<file path="src/rtl/mem_wb_skid_reg.sv">
// rtl/mem_wb_skid_reg.sv - MEM/WB pipeline register with 2-entry skid buffer, flush and x0 write suppression
module mem_wb_skid_reg #(
   parameter int DATA_W            = 32,
   parameter int ADDR_W            = 5,
   parameter int CTRL_W            = 4,
   parameter int ZERO_REG_SUPPRESS = 1
) (
   input  logic              clock,
   input  logic              reset,
   input  logic              flush,
   input  logic              in_valid,
   output logic              in_ready,
   input  logic              in_regwrite,
   input  logic [DATA_W-1:0] in_data,
   input  logic [ADDR_W-1:0] in_rd,
   input  logic [CTRL_W-1:0] in_ctrl,
   output logic              out_valid,
   input  logic              out_ready,
   output logic              out_regwrite,
   output logic [DATA_W-1:0] out_data,
   output logic [ADDR_W-1:0] out_rd,
   output logic [CTRL_W-1:0] out_ctrl,
   output logic [1:0]        occupancy
);

   // State encoding doubles as occupancy; M valid = !EMPTY, S valid = FULL.
   typedef enum logic [1:0] {
      EMPTY = 2'd0,
      ONE   = 2'd1,
      FULL  = 2'd2
   } state_t;

   state_t state_q, state_d;

   logic              m_regwrite_q;
   logic [DATA_W-1:0] m_data_q;
   logic [ADDR_W-1:0] m_rd_q;
   logic [CTRL_W-1:0] m_ctrl_q;
   logic              s_regwrite_q;
   logic [DATA_W-1:0] s_data_q;
   logic [ADDR_W-1:0] s_rd_q;
   logic [CTRL_W-1:0] s_ctrl_q;

   logic accept;
   logic fire;
   logic capture_regwrite;
   logic m_load_in;
   logic m_load_skid;
   logic s_load;

   assign accept           = in_valid & (state_q != FULL);
   assign fire             = out_ready & (state_q != EMPTY);
   assign capture_regwrite = in_regwrite & ~((ZERO_REG_SUPPRESS != 0) && (in_rd == '0));

   always_ff @(posedge clock or posedge reset) begin
      if (reset) begin
         state_q <= EMPTY;
      end else begin
         state_q <= state_d;
      end
   end

   always_comb begin
      state_d     = state_q;
      m_load_in   = 1'b0;
      m_load_skid = 1'b0;
      s_load      = 1'b0;
      unique case (state_q)
         EMPTY: begin
            if (accept) begin
               state_d   = ONE;
               m_load_in = 1'b1;
            end
         end
         ONE: begin
            if (accept && fire) begin
               m_load_in = 1'b1;
            end else if (accept) begin
               state_d = FULL;
               s_load  = 1'b1;
            end else if (fire) begin
               state_d = EMPTY;
            end
         end
         FULL: begin
            if (fire) begin
               state_d     = ONE;
               m_load_skid = 1'b1;
            end
         end
         default: begin
            state_d = EMPTY;
         end
      endcase
      // Flush empties both entries; an entry accepted this cycle is dropped unwritten.
      if (flush) begin
         state_d     = EMPTY;
         m_load_in   = 1'b0;
         m_load_skid = 1'b0;
         s_load      = 1'b0;
      end
   end

   always_ff @(posedge clock or posedge reset) begin
      if (reset) begin
         m_regwrite_q <= 1'b0;
         m_data_q     <= '0;
         m_rd_q       <= '0;
         m_ctrl_q     <= '0;
         s_regwrite_q <= 1'b0;
         s_data_q     <= '0;
         s_rd_q       <= '0;
         s_ctrl_q     <= '0;
      end else begin
         if (m_load_in) begin
            m_regwrite_q <= capture_regwrite;
            m_data_q     <= in_data;
            m_rd_q       <= in_rd;
            m_ctrl_q     <= in_ctrl;
         end else if (m_load_skid) begin
            m_regwrite_q <= s_regwrite_q;
            m_data_q     <= s_data_q;
            m_rd_q       <= s_rd_q;
            m_ctrl_q     <= s_ctrl_q;
         end
         if (s_load) begin
            s_regwrite_q <= capture_regwrite;
            s_data_q     <= in_data;
            s_rd_q       <= in_rd;
            s_ctrl_q     <= in_ctrl;
         end
      end
   end

   always_comb begin
      in_ready     = (state_q != FULL);
      out_valid    = (state_q != EMPTY);
      out_regwrite = (state_q != EMPTY) & m_regwrite_q;
      out_data     = m_data_q;
      out_rd       = m_rd_q;
      out_ctrl     = m_ctrl_q;
      occupancy    = state_q;
   end

endmodule
</file>
<file path="config.mk">
export PLATFORM = sky130hd
export DESIGN_NAME = mem_wb_skid_reg
export DESIGN_NICKNAME = d
export VERILOG_FILES = /design/src/rtl/mem_wb_skid_reg.sv
export SDC_FILE = /design/constraint.sdc
export NUM_CORES = 1
export LEC_CHECK = 0
export CORE_MARGIN = 8
export CORE_UTILIZATION = 50
export CTS_CLUSTER_SIZE = 8
export DETAILED_ROUTE_END_ITERATION = 7
export GPL_TIMING_DRIVEN = 0
export PLACE_DENSITY = 0.8
export SLEW_MARGIN = 10
export SYNTH_ARGS = -nofsm -noshare
export SYNTH_HDL_FRONTEND = slang
export SYNTH_SLANG_ARGS = --single-unit
</file>
<file path="constraint.sdc">
create_clock -name clock -period 3 [get_ports clock]
set_input_delay 0.6 -clock clock [delete_from_list [all_inputs] [get_ports clock]]
set_output_delay 0.6 -clock clock [all_outputs]
set_load 0.03 [all_outputs]
</file>
==> impl_metrics.csv, run 1 <==
group,metric,value,unit
placed_design,gpl.final_weighted_congestion,0.721,
synth,post-synth-top-area-fraction,54.6,%
finish,num-nets-final,399,
floorplan,initial_core_util,51.3,%
grt,grt_remaining_overflow,0,
synth,synth-seq-cells,86,
setup_path,timing.critical_path.required,2.40,ns
setup_path,worstSetupEndpointType,"output pin",
setup_path,worstSetupPathType,"reg2out",
detailed_routing,drc,0,
synth,post_synth_main_area_contributors,"dfrtp_1 (55%), mux2_2 (24%), mux2_4 (14%)",
floorplan,placeableCoreArea,0.00769,mm^2
grt,first_global_vias,2753,
detailed_routing,wl_per_cell,17.6,um
synth,synth_cell_types,24,
setup_path,register_to_register_setup_slack,1.12,ns
setup_path,critPathMaxFanout,6,
floorplan,ioPinCount,93,
synth,synth-warning-count,0,
setup_path,timing.critical_path.from_type,"flip-flop",
synth,synth_nets,295,
clock_tree,cts-root-buf,"clkbuf_8",
setup_path,r2r_start,"occupancy[1]",
placed_design,place.detailed.instances,443,
detailed_routing,met3RoutedLength,559,um
synth,synth_edf_count,0,
floorplan,die-area,0.0110,mm^2
clock_tree,htree_num_levels,3,
sta,setup_repair_after_global_routing_missed_its_margin,"no",
status,outcome,"finished, final reports clean",
finish,layout.cell_area.non_filler,0.00524,mm^2
placed_design,placed_area,0.00501,mm^2
sta,slew_headroom,63.6,%
clock_tree,cts.sinks,86,
setup_path,worst_r2r_path_depth,5,
placed_design,dp.final_hpwl,5.53,mm
detailed_routing,detailroute.wirelength.met2,3.88,mm
sta,final.setup.tns,0,ns
hold_path,timing.hold.worst_path_depth,1,
finish,syn_to_final_growth,32.8,%
placed_design,place.port_buffers,92,
floorplan,fp.dieH,105,um
hold_path,min-delay-start,"out_data[16]",
detailed_routing,highest_layer,"met4",
finish,fillCellCount,553,
clock_tree,insertion_delay,0.34,ns
clock_tree,tritoncts,"built",
setup_path,critPathArrivalTime,1.88,ns
finish,final_core_util,68.1,%
detailed_routing,routed-via-count,2349,
grt,global_route_wire_length_before_repair,13.8,mm
synth,syn_area_per_cell,15.9,um^2
detailed_routing,routed_via_density,5.12,
power_and_ir_drop,pwr_density_cell,828,mW/mm^2
synth,yosysSeqAreaShare,54.6,%
clock_tree,clkSlewWorstSetupHoldPaths,0.08,ns
clock_tree,cts_buffers,9,
sta,fmax,404,MHz
synth,synth.most_common_cell,"dfrtp_1",
synth,synth_common_cells,"dfrtp_1 (86), mux2_2 (85), mux2_4 (38), buf_2 (8), buf_6 (4)",
detailed_routing,routed_wl,8.06,mm
finish,final-instance-count-excl-fill,459,
sta,tightest_slew,0.547,ns
synth,synthArstFlopShare,100,%
synth,synth_area_leader_cell,"dfrtp_1",
setup_path,worstReg2RegEnd,"out_data[30]",
finish,drive_above_1_share,43.7,%
synth,synthesis.area,0.00394,mm^2
clock_tree,cts_hold_repair.buffers,0,
sta,clock_skew,0.0120,ns
clock_tree,clock_path_buffers,2,
clock_tree,postcts_resize_cnt,0,
sta,min_period_over_period,82.6,%
power_and_ir_drop,peakVddDrop,0.479,mV
hold_path,hold_path_class,"reg2reg",
sta,hold_viol_final,0,
sta,final_max_slew_viol_count,0,
grt,gr-usage-all-layers,15.2,%
synth,primary_ff_master_synth,"dfrtp_1",
finish,final_antenna_diode_count,0,
clock_tree,postCtsSetupRepairBufs,0,
grt,initial_antenna_violation_count,0,
detailed_routing,drtAntennaViolNets,0,
detailed_routing,initialDrtViolationCount,60,
hold_path,timing.hold.worst_endpoint,"out_data[16]",
synth,synthesis.instances,248,
sta,timing.final.crit_period,2.48,ns
grt,grt_max_degree,45,
detailed_routing,drt-pass1-iter-count,4,
power_and_ir_drop,power.static_leakage,2.39,nW
sta,setup_viol,0,
detailed_routing,m1WireLength,3.57,mm
flow_run,max_cap_viol_count,0,
floorplan,die_outline_width,105,um
floorplan,cell_row_count,32,
==> registers in the layout, indices dropped and copies added (netlist names) <==
signal        count
out_data         32
out_ctrl          4
s_data_q         32
s_regwrite_q      1
occupancy         2
out_rd            5
m_regwrite_q      1
s_rd_q            5
s_ctrl_q          4
==> where the power goes <==
group / switching, W / internal [W]
Sequential: 0.000201 / 0.00154
Clock: 0.000398 / 0.000494
Combinational: 0.000780 / 0.000921
==> how the worst max path moves through the flow <==
stage	slack, ns	startpoint	to
6_report	0.52	occupancy[0]	out_regwrite
3_3_place_gp	-1.16	reset	out_ctrl[2]
2_1_floorplan	0.18	reset	m_regwrite_q
4_1_cts	0.50	occupancy[0]	out_regwrite
3_5_place_dp	0.45	out_ready	s_data_q[3]
5_1_grt	0.44	occupancy[0]	out_regwrite
==> layout make-up <==
type | instances | area, um^2 | area share, %
Buffer | 13 | 92.6 | 1.77
Timing Repair Buffer | 93 | 941 | 18.0
Inverter | 3 | 13.8 | 0.263
Sequential cell | 86 | 2150 | 41.1
Tap cell | 102 | 128 | 2.44
Clock buffer | 11 | 141 | 2.70
Clock inverter | 5 | 81.3 | 1.55
Multi-Input combinational cell | 146 | 1690 | 32.2
==> logic make-up after synthesis <==
group	after synthesis	synth area share [%]
muxes	126	39.5
and+or+nand+nor	14	2.44
AOI/OAI and AO/OA	6	0.825
DFF	86	54.6
buffers and inverters	16	2.63
==> layout by cell type, fill, tap and decap left out, types with 3 or more instances in the layout <==
master / netlist / layout
mux2_4: 38 / 38
mux2i_1: 3 / 3
dfrtp_1: 86 / 86
clkdlybuf4s50_1: 0 / 92
o21ai_0: 3 / 3
clkbuf_8: 0 / 10
buf_2: 8 / 8
mux2_2: 85 / 85
buf_6: 4 / 4
==> through the flow <==
stage	total power [W]	setup WS [ns]	hold WS (ns)
finish	0.00434	0.523	0.509
CTS	0.00439	0.500	0.511
floorplan	0.00280	0.178	0.450
global placement	0.00343	-1.16	0.464
detailed placement	0.00347	0.453	0.474
global route	0.00456	0.437	0.528
==> worst max-delay path: stages, from the launching register on <==
cell and delay, ns:
dfrtp_1 0.46, or2_2 0.33, and2_1 0.15, clkdlybuf4s50_1 0.60
==> per-layer routing <==
metal | track usage (%) | up-vias
met1 | 18.9 | 1189
met3 | 5.84 | 6
met4 | 4.28 | 0
li1 | - | 1097
met5 | 0 | -
met2 | 24.0 | 57
No activity file was read; power rests on OpenSTA's default activity.
==> run 2: changes to the inputs <==
CORE_UTILIZATION = 45   (was 50)
PLACE_DENSITY = 0.76   (was 0.8)
clock period = 1.98 ns   (was 3 ns; I/O delays follow)
==> run 2 against run 1 <==
Net effect:
- combinational power is 52% higher
- count of clock-buffer cells in the layout shrank 1
- via count grew 0.38%
- sequential share of layout area shrank 0.49 points
- routed wire length rose by 1.6%
==> impl_metrics.csv, run 2 (synthesized netlist as in run 1, its figures left out) <==
group,metric,value,unit
finish,layout.cells.most_common,"clkdlybuf4s50_1",
detailed_routing,highest_layer,"met4",
detailed_routing,initialDrtViolationCount,34,
detailed_routing,drt-pass1-iter-count,4,
status,outcome,"finished, final reports clean",
power_and_ir_drop,power.static_leakage,2.41,nW
placed_design,place.port_buffers,92,
clock_tree,cts_buffers,9,
detailed_routing,routed-via-count,2358,
finish,most_frequent_cells_in_the_layout,"clkdlybuf4s50_1 (88), mux2_2 (85), dfrtp_1 (84), mux2_4 (38), clkbuf_8 (9)",
sta,setup_repair_after_global_routing_missed_its_margin,"no",
grt,initial_antenna_violation_count,0,
clock_tree,cts-root-buf,"clkbuf_8",
setup_path,timing.critical_path.required,2.20,ns
floorplan,initial_core_util,45.9,%
detailed_routing,m1WireLength,3.74,mm
sta,slew_headroom,66.3,%
setup_path,timing.critical_path.from_type,"primary input",
grt,gr-usage-all-layers,14.3,%
sta,tightest_slew,0.504,ns
clock_tree,clock_path_buffers,2,
grt,global_route_wire_length_before_repair,13.4,mm
floorplan,ioPinCount,93,
floorplan,placeableCoreArea,0.00859,mm^2
setup_path,timing.critical_path.buf_inv,3,
finish,syn_to_final_growth,34.6,%
detailed_routing,routed_wl,8.19,mm
floorplan,die-area,0.0120,mm^2
detailed_routing,wl_per_cell,17.6,um
finish,final_antenna_diode_count,0,
sta,fmax,521,MHz
sta,final_max_slew_viol_count,0,
power_and_ir_drop,pwr_density_cell,1240,mW/mm^2
detailed_routing,detailroute.wirelength.met2,3.87,mm
sta,min_period_over_period,96.9,%
sta,timing.final.crit_period,1.92,ns
clock_tree,htree_num_levels,3,
floorplan,fp.dieH,110,um
sta,setup_viol,0,
detailed_routing,drtAntennaViolNets,0,
setup_path,worstSetupPathType,"in2reg",
finish,drive_above_1_share,45.0,%
sta,final.setup.tns,0,ns
grt,first_global_vias,2654,
clock_tree,clkSlewWorstSetupHoldPaths,0.09,ns
detailed_routing,routed_via_density,5.06,
grt,grt_remaining_overflow,0,
setup_path,worstPathCellList,"clkdlybuf4s50_1 -> or4b_1 -> buf_4 -> buf_6 -> mux2_4",
power_and_ir_drop,peakVddDrop,0.585,mV
setup_path,critPathArrivalTime,2.14,ns
setup_path,worstSetupEndpointType,"flip-flop",
setup_path,critPathMaxFanout,10,
sta,setup_ws,0.0616,ns
sta,hold_viol_final,0,
placed_design,dp.final_hpwl,5.73,mm
finish,num-nets-final,401,
setup_path,cpPeakStageDelay,0.62,ns
power_and_ir_drop,fin_total_pwr,0.00656,W
clock_tree,insertion_delay,0.34,ns
placed_design,post-place-ws,-0.407,ns
hold_path,hold_path_class,"in2reg",
floorplan,cell_row_count,34,
floorplan,die_outline_width,110,um
clock_tree,tritoncts,"built",
detailed_routing,met3RoutedLength,491,um
clock_tree,cts_hold_repair.buffers,0,
clock_tree,cts.sinks,86,
setup_path,worst_path_max_delay_cell,"clkdlybuf4s50_1",
detailed_routing,drc,0,
flow_run,max_cap_viol_count,0,
placed_design,gpl.final_weighted_congestion,0.737,
sta,clock_skew,0.00962,ns
setup_path,worst_path_dominant_cell_family,"buffers and inverters",
grt,grt_max_degree,38,
run 2: path summary, 6_finish.rpt:
check	cells after the start	slack, ns	startpoint	to
worst min register to register	1	0.51	out_data[30]	out_data[30]
worst max register to register	6	0.14	occupancy[0]	s_data_q[2]
max in group asynchronous	3	1.00	reset	s_data_q[25]
min in group asynchronous	2	0.43	reset	s_data_q[3]
worst max-delay path	5	0.06	in_valid	s_data_q[2]
worst min-delay path	2	0.35	out_ready	occupancy[1]
run 2: area by class of cell:
| class | count | area, um^2 |
|---|---|---|
| Fill cell | 678 | 3290 |
| Sequential cell | 86 | 2150 |
| Multi-Input combinational cell | 146 | 1700 |
| Timing Repair Buffer | 95 | 970 |
| Tap cell | 108 | 135 |
| Clock buffer | 10 | 128 |
| Buffer | 13 | 120 |
| Clock inverter | 5 | 83.8 |
| Inverter | 3 | 15.0 |
run 2: per-stage QoR:
stage	cells	hold WS (ns)	instance area, um^2	utilization [%]
detailed placement	450	0.488	5040	58.7
floorplan	248	0.450	3950	-
global placement	448	0.465	5000	58.2
global route	466	0.357	5310	61.7
CTS	465	0.439	5260	61.2
finish	466	0.350	5310	61.7
run 2: report_power, final:
| part | switching (W) | internal, W |
|---|---|---|
| clock | 0.000626 | 0.000710 |
| combinational | 0.00118 | 0.00141 |
| sequential | 0.000301 | 0.00234 |
| total | 0.00211 | 0.00445 |
run 2: layer usage:
metal,global-route usage [%],vias to the layer above
met5,0,-
met4,5.01,0
met3,4.16,9
met2,23.0,54
met1,17.9,1202
li1,-,1093
run 2: repair_timing:
item | in CTS | in global routing
resized for setup | 8 | 19
endpoints found under the setup margin | 43 | 78
setup buffers | 0 | 1
